`config.mk`:
```
export PLATFORM = sky130hd
export DESIGN_NAME = dm_tx_streamer
export DESIGN_NICKNAME = d
export VERILOG_FILES = /design/src/rtl/dm_tx_streamer.sv
export SDC_FILE = /design/constraint.sdc
export NUM_CORES = 1
export LEC_CHECK = 0
export CORE_ASPECT_RATIO = 0.6
export CORE_MARGIN = 4
export CORE_UTILIZATION = 28
export CTS_CLUSTER_DIAMETER = 40
export DETAILED_ROUTE_END_ITERATION = 16
export PLACE_DENSITY = 0.56
export SLEW_MARGIN = 20
export SYNTH_ARGS = -nofsm -noshare
export SYNTH_HDL_FRONTEND = slang
export SYNTH_SLANG_ARGS = --single-unit
```
`constraint.sdc`:
```
create_clock -name clk -period 4.6 [get_ports clk]
set_input_delay 0.46 -clock clk [delete_from_list [all_inputs] [get_ports clk]]
set_output_delay 0.46 -clock clk [all_outputs]
set_load 0.02 [all_outputs]
```
`src/rtl/dm_tx_streamer.sv`:
```
// dm_tx_streamer: walks a data-memory address window and streams the words out
// over valid/ready, absorbing the 1-cycle read latency with a 2-entry skid FIFO.
`default_nettype none

module dm_tx_streamer #(
  parameter int DATA_W = 32,
  parameter int ADDR_W = 8
) (
  input  logic              clk,
  input  logic              rst,
  input  logic              start,
  input  logic [ADDR_W-1:0] base_addr,
  input  logic [ADDR_W:0]   len,
  output logic              busy,
  output logic              done,
  output logic              mem_rden,
  output logic [ADDR_W-1:0] mem_raddr,
  input  logic [DATA_W-1:0] mem_rdata,
  output logic              tx_valid,
  output logic [DATA_W-1:0] tx_data,
  output logic              tx_last,
  input  logic              tx_ready
);

  localparam logic [ADDR_W:0]   ONE_CNT  = 1;
  localparam logic [ADDR_W-1:0] ONE_ADDR = 1;

  typedef enum logic [1:0] {
    IDLE  = 2'd0,
    RUN   = 2'd1,
    FLUSH = 2'd2
  } state_t;

  state_t              state;
  logic [ADDR_W:0]     iss_cnt;
  logic [ADDR_W:0]     snd_cnt;
  logic [ADDR_W-1:0]   next_addr;
  logic [ADDR_W-1:0]   last_addr;
  logic                inflight;
  logic [DATA_W-1:0]   fifo [2];
  logic                wr_ptr;
  logic                rd_ptr;
  logic [1:0]          fifo_count;
  logic                pop;
  logic                issue;
  logic [2:0]          occupancy;

  assign tx_valid  = (fifo_count != 2'd0);
  assign tx_data   = fifo[rd_ptr];
  assign tx_last   = tx_valid && (snd_cnt == ONE_CNT);
  assign pop       = tx_valid && tx_ready;
  assign busy      = (state != IDLE);

  // Credit check: a word leaving this cycle frees a slot for a read issued now.
  assign occupancy = {1'b0, fifo_count} + {2'b00, inflight};
  assign issue     = (state == RUN) && (iss_cnt != '0) &&
                     (occupancy < (3'd2 + {2'b00, pop}));

  // The address only moves on an issue, so it holds when the port is idle.
  assign mem_rden  = issue;
  assign mem_raddr = issue ? next_addr : last_addr;

  always_ff @(posedge clk) begin
    if (rst) begin
      state      <= IDLE;
      done       <= 1'b0;
      iss_cnt    <= '0;
      snd_cnt    <= '0;
      next_addr  <= '0;
      last_addr  <= '0;
      inflight   <= 1'b0;
      fifo[0]    <= '0;
      fifo[1]    <= '0;
      wr_ptr     <= 1'b0;
      rd_ptr     <= 1'b0;
      fifo_count <= 2'd0;
    end else begin
      done     <= 1'b0;
      inflight <= issue;

      if (issue) begin
        last_addr <= next_addr;
        next_addr <= next_addr + ONE_ADDR;
        iss_cnt   <= iss_cnt - ONE_CNT;
      end

      if (inflight) begin
        fifo[wr_ptr] <= mem_rdata;
        wr_ptr       <= ~wr_ptr;
      end

      if (pop) begin
        rd_ptr  <= ~rd_ptr;
        snd_cnt <= snd_cnt - ONE_CNT;
      end

      fifo_count <= fifo_count + {1'b0, inflight} - {1'b0, pop};

      case (state)
        IDLE: begin
          if (start) begin
            if (len != '0) begin
              next_addr <= base_addr;
              iss_cnt   <= len;
              snd_cnt   <= len;
              state     <= RUN;
            end else begin
              done <= 1'b1;
            end
          end
        end
        RUN: begin
          if (issue && (iss_cnt == ONE_CNT)) begin
            state <= FLUSH;
          end
          if (pop && (snd_cnt == ONE_CNT)) begin
            state <= IDLE;
            done  <= 1'b1;
          end
        end
        FLUSH: begin
          if (pop && (snd_cnt == ONE_CNT)) begin
            state <= IDLE;
            done  <= 1'b1;
          end
        end
        default: state <= IDLE;
      endcase
    end
  end

endmodule

`default_nettype wire

```
; Yosys cells after proc, flatten, opt, wreduce, memory -nomap -nowiden
; Memory sizes are Yosys's and may differ from the RTL's. A register that Yosys moved wholly into a read port is not among the register bits.
; Cells that the tools add are included.
[classes]
n_addsub = 7
n_bitwise = 2
n_reduce_logical = 14
eq_ne = 8
muxes = 33
magnitude_cmp = 1
[ops]
columns = operator, n
row1 = two-way mux 9 bit, 8
row2 = two-way mux 8 bit, 5
row3 = two-way mux 32 bit, 1
row4 = OR reduction 32 bit, 1
row5 = "== test 9 x 1 -> 1 bit, second input constant", 2
row6 = nonzero test 9 bit, 2
row7 = "subtractor 9 x 1 -> 9 bit, second input constant", 2
row8 = two-way mux 1 bit, 12
row9 = two-way mux 2 bit, 5
row10 = "adder 8 x 1 -> 8 bit, second input constant", 1
row11 = logical AND 1 bit, 6
row12 = "inequality test 2 bit, second input constant", 3
row13 = one-hot mux 2 bit (3 select lines), 1
row14 = AND reduction 4 bit, 1
row15 = nonzero test 2 bit, 2
row16 = adder 2 x 1 -> 3 bit, 1
row17 = "adder 2 x 1 -> 3 bit, first input constant", 1
row18 = less-than comparator 3 bit, 1
row19 = "inequality test 3 x 1 -> 1 bit, second input constant", 1
row20 = adder 2 x 1 -> 2 bit, 1
row21 = "== test 2 x 1 -> 1 bit, second input constant", 1
row22 = "== test 2 bit, second input constant", 1
row23 = zero test 2 bit, 1
row24 = NOT 1 bit, 2
row25 = 3 further kinds, 3
[word_totals]
memories = 1
ff_bits = 42
wordCells = 76
input_bits = 53
mem_bits_rw = 64
[memory_table]
columns = memory, words, word_bits, read_ports, rd_ports_with_merged_regs, write_ports, line_no
row1 = fifo, 2, 32, 1, 1, 2, 40  ; logic [DATA_W-1:0] fifo [2];

; Depth between registers and ports, before layout
[logic_depth]
word_depth = 9
depth_mapped = 9
ltp_nobuf = 8

; Least setup slack after synthesis
; OpenSTA, ideal clock, no wires.
[synth_timing]
path_type = register to output
start = reg iss_cnt[0]
end = out mem_raddr[3]
required_ns = 4.140
path_stages_with_launch = 9
t_arrival_ns = 1.992
slack_ns = 2.148
path_cell_list = dfxtp_1 -> inv_1 -> ha_1 -> or4b_1 -> or2_4 -> nand2_4 -> inv_2 -> buf_6 -> mux2_4
[synth_between]
elab_chain_cells = 4
[synth_lines]
columns = element, line_no
row1 = start: declaration, 35  ; logic [ADDR_W:0] iss_cnt;
row2 = start signal: assignment, 84  ; iss_cnt <= iss_cnt - ONE_CNT;
row3 = start signal: assignment, 104  ; iss_cnt <= len;
row4 = nonzero test 9 bit, 56  ; assign issue = (state == RUN) && (iss_cnt != '0) &&
row5 = logical AND 1 bit (2 in a row), 56
row6 = via mem_rden, 16  ; output logic mem_rden,
row7 = two-way mux 8 bit, --
row8 = end: declaration, 17  ; output logic [ADDR_W-1:0] mem_raddr,
; The timed path passes the listed nets, and every way through them passes these cells.

; Worst setup path in the final report
[layout_timing]
start = reg inflight
end = out mem_raddr[1]
[layout_between]
elab_chain_cells = 4
[layout_lines]
columns = element, line_no
row1 = start: declaration, 39  ; logic inflight;
row2 = start signal: assignment, 79  ; inflight <= issue;
row3 = adder 2 x 1 -> 3 bit, 55  ; assign occupancy = {1'b0, fifo_count} + {2'b00, inflight};
row4 = less-than comparator 3 bit, 57  ; (occupancy < (3'd2 + {2'b00, pop}));
row5 = logical AND 1 bit, 56
row6 = two-way mux 8 bit, --
; Every way passes these cells.

==> results by group <==
Run status
  • Outcome: completed

Synth
  • Synth area leader: edfxtp_1
  • Post-Syn Instances: 425
  • Top post-synthesis cells by count: 64 x and2_1, 64 x edfxtp_1, 43 x dfxtp_1
  • Avg Inst Size Synth: 11.7 µm²
  • Top-area cell type share of the netlist area: 38.5%
  • Async set-reset flop share out of synthesis: 0%
  • Mapped cell area: 4990 µm²
  • Syn Nets: 491
  • Yosys warning total: 0
  • Main synth FF type: edfxtp_1
  • Yosys cell types: 46
  • Post-synth EDFFs: 64
  • Synth area leaders: edfxtp_1 39%, dfxtp_1 17%, mux2_2 8.1%
  • Seq/Total Area, Yosys: 55.8%
  • Post-synthesis register bit count: 107

Timing
  • RSZ-0062 raised after global routing: false
  • Skew final: 0.0132 ns
  • Fin crit share: 76.3%
  • Setup TNS: 0 ns
  • Final setup violating endpoints: 0
  • Hold Vio Cnt, Final: 0
  • Final min period: 3.51 ns
  • Final Max Tran Viols: 0
  • Fmax: 285 MHz
  • Worst Tran Pin Value: 0.831 ns
  • Slew margin rel.: 44.6%

Global route
  • First-pass GRT wire length: 18,800 µm
  • Initial antenna violation count: 0
  • Largest net degree at the start of global routing: 42
  • Gr ovfl total: 0
  • Vias in the first global route: 3,499
  • Total GRT Usage: 11.6%

Floorplanning
  • Floorplan core area: 17,300 µm²
  • Num rows: 37
  • Die Span X: 180 µm
  • Die Y: 111 µm
  • I/O pin count: 98
  • Full die area: 20,100 µm²
  • Initial Util: 28.8%

CTS
  • Clock transition at the registers of the reported paths: 0.08 ns
  • TritonCTS clock tree: built
  • CTS Buf Count: 9
  • H-tree depth reported by CTS: 3
  • Post-cts sizing count: 0
  • Clock root cell: clkbuf_16
  • Post-cts hold buffer count: 0
  • Clock Latency Late Sink: 0.34 ns
  • CTS Buffer Depth: 2
  • Post-CTS Setup Bufs: 0
  • Sink Count: 107

Detailed routing
  • Met3 wire length: 809 µm
  • Total Wirelength: 11,700 µm
  • # DRC: 0
  • Drt pass-1 iters: 4
  • Avg WL per Cell: 15.5 µm
  • Top layer in use: met4
  • DRT antenna net count: 0
  • Routed met2 length: 4880 µm
  • DRT iter0 DRCs: 193
  • Total number of vias: 3,461
  • DR vias/cell: 4.57
  • Met1 WL: 6010 µm

Cells and area
  • P&R area growth vs syn: 30.4%
  • Fin cells: 758
  • Core Util, Final: 37.6%
  • Fill cell count: 1,685
  • Fraction of layout cells with a size suffix above 1: 13.4%
  • Nets@finish: 585
  • N_diodes: 0

Worst setup path
  • Reg2Reg Setup Slack: 2.19 ns
  • Worst reg-to-reg path cell count: 8
  • Slowest CP cell: clkdlybuf4s50_1
  • Crit Path Class: register to primary output
  • Worst path top cell family by delay: buffers and inverters
  • FF-to-FF Start: inflight$_SDFF_PP0_
  • Critical-path cell list: ha_1 -> ha_1 -> nor3b_1 -> a21o_1 -> nand2_4 -> inv_2 -> mux2_2 -> clkdlybuf4s50_1
  • Most used cell, CP: ha_1
  • Worst r2r dst: last_addr[0]$_SDFF_PP0_
  • Crit path buffers/inverters: 2
  • Delay of the slowest cell on the worst path: 0.55 ns
  • CP Max Fanout: 13
  • Startpoint Class: register
  • Required time worst endpoint: 4.14 ns
  • Crit path arrival time: 3.05 ns
  • Nature of the critical path endpoint: primary output

Power and ir drop
  • Worst VDD drop: 0.000228 V
  • Switching power: 1.19 mW
  • Sequential Power Share: 38.6%
  • Net Sw Frac: 35.1%
  • PD cells: 522 nW/µm²
  • Clock network power share: 21.9%
  • Power Internal: 2.21 mW
  • LEAKAGE: 2.39 nW
  • Logic pwr share: 39.4%

Placement
  • DPL Wire Length: 8120 µm
  • GPL Wtd Cong: 0.817
  • DP Cell Count: 742
  • I/O Buffers: 97

Hold path
  • Hold Path Class: register to register
  • Hold Path Depth: 2
  • Min-delay src: state[0]$_SDFFE_PP0P_
  • Hold EP: state[0]$_SDFFE_PP0P_

Run
  • Max cap viols: 0
-- registers in the layout, summed over array words and instances, names as in the netlist, named ones only --
name,cells
done,1
snd_cnt,9
inflight,1
rd_ptr,1
wr_ptr,1
last_addr,8
fifo,64
fifo_count,2
next_addr,8
state,2
iss_cnt,9
-- worst reg2reg max path, cell delays in order (launching register included) --
cell	delay, ns
dfxtp_1	0.37
ha_1	0.22
ha_1	0.27
nor3b_1	0.26
a21o_1	0.29
nand2_4	0.11
inv_2	0.26
mux2_2	0.39
nor2b_1	0.13
-- cell type report --
cell class,count,area [µm²],share of cell area [%]
sequential,107,2780,42.7
multi-input combinational,283,2080,31.9
timing repair buffer,103,1020,15.6
tap,234,293,4.50
clock buffer,9,225,3.46
clock inverter,7,58.8,0.903
inverter,15,56.3,0.865
-- cells by family (layout without fill, tap and decap cells) --
kind of cell             after synthesis  count (layout)  share of synthesized area (%)
AO/OA/AOI/OAI                         48              48                           6.24
XOR/XNOR                              23              23                           4.04
adder cells (fa/ha/maj)               13              13                           3.26
buffers and inverters                 35             134                           2.81
flip-flops                           107             107                           55.8
multiplexers                          41              41                           9.53
AND/OR/NAND/NOR                      158             158                           18.4
-- per-layer routing --
metal / GRT usage (%) / vias to the layer above
met4: 2.06 / 0
met2: 16.6 / 97
met1: 17.0 / 1664
met3: 4.05 / 3
met5: 0 / -
li1: - / 1697
-- layout by cell type, fill, tap and decap left out, types with 4 or more instances in the layout --
master / count
clkdlybuf4s50_1: 97
nor2_1: 19
o21bai_1: 7
clkbuf_16: 9
o21ai_0: 4
nor4_1: 9
nand3_1: 7
a211oi_1: 8
dfxtp_1: 43
mux2_4: 4
nand2_1: 16
ha_1: 13
nor2b_1: 9
xnor2_1: 15
and2_1: 64
mux2_2: 36
xor2_1: 8
nor3_1: 7
a31oi_1: 4
inv_1: 14
nand4_1: 7
edfxtp_1: 64
buf_4: 6
a21oi_1: 17
-- through the flow --
| step | hold slack [ns] | power [mW] | worst slack (ns) | instance area (µm²) |
|---|---|---|---|---|
| floorplan | 0.480 | 2.17 | 2.15 | 4990 |
| global placement | 0.504 | 2.65 | 1.17 | 6230 |
| detailed placement | 0.504 | 2.67 | 1.10 | 6230 |
| CTS | 0.531 | 3.43 | 1.05 | 6510 |
| global route | 0.571 | 3.60 | 0.867 | 6510 |
| finish | 0.522 | 3.40 | 1.09 | 6510 |
-- how the worst max path moves through the flow --
stage | slack [ns] | endpoint | startpoint | cells past startpoint
finish | 1.09 | mem_raddr[1] | inflight$_SDFF_PP0_ | 8
global route | 0.87 | mem_raddr[1] | inflight$_SDFF_PP0_ | 8
CTS | 1.05 | mem_raddr[1] | inflight$_SDFF_PP0_ | 8
detailed placement | 1.10 | mem_raddr[1] | tx_ready | 8
global placement | 1.17 | mem_raddr[1] | tx_ready | 8
floorplan | 2.15 | mem_raddr[3] | iss_cnt[0]$_SDFF_PP0_ | 8
-- power groups by stage --
stage,clock network [mW],logic [mW],registers (mW)
3_3_place_gp,0,1.32,1.33
4_1_cts,0.767,1.35,1.31
3_5_place_dp,0,1.34,1.33
6_report,0.745,1.34,1.31
5_1_grt,0.805,1.46,1.33
2_1_floorplan,0,0.870,1.30
Note: power is estimated with default switching activity, not from simulation.
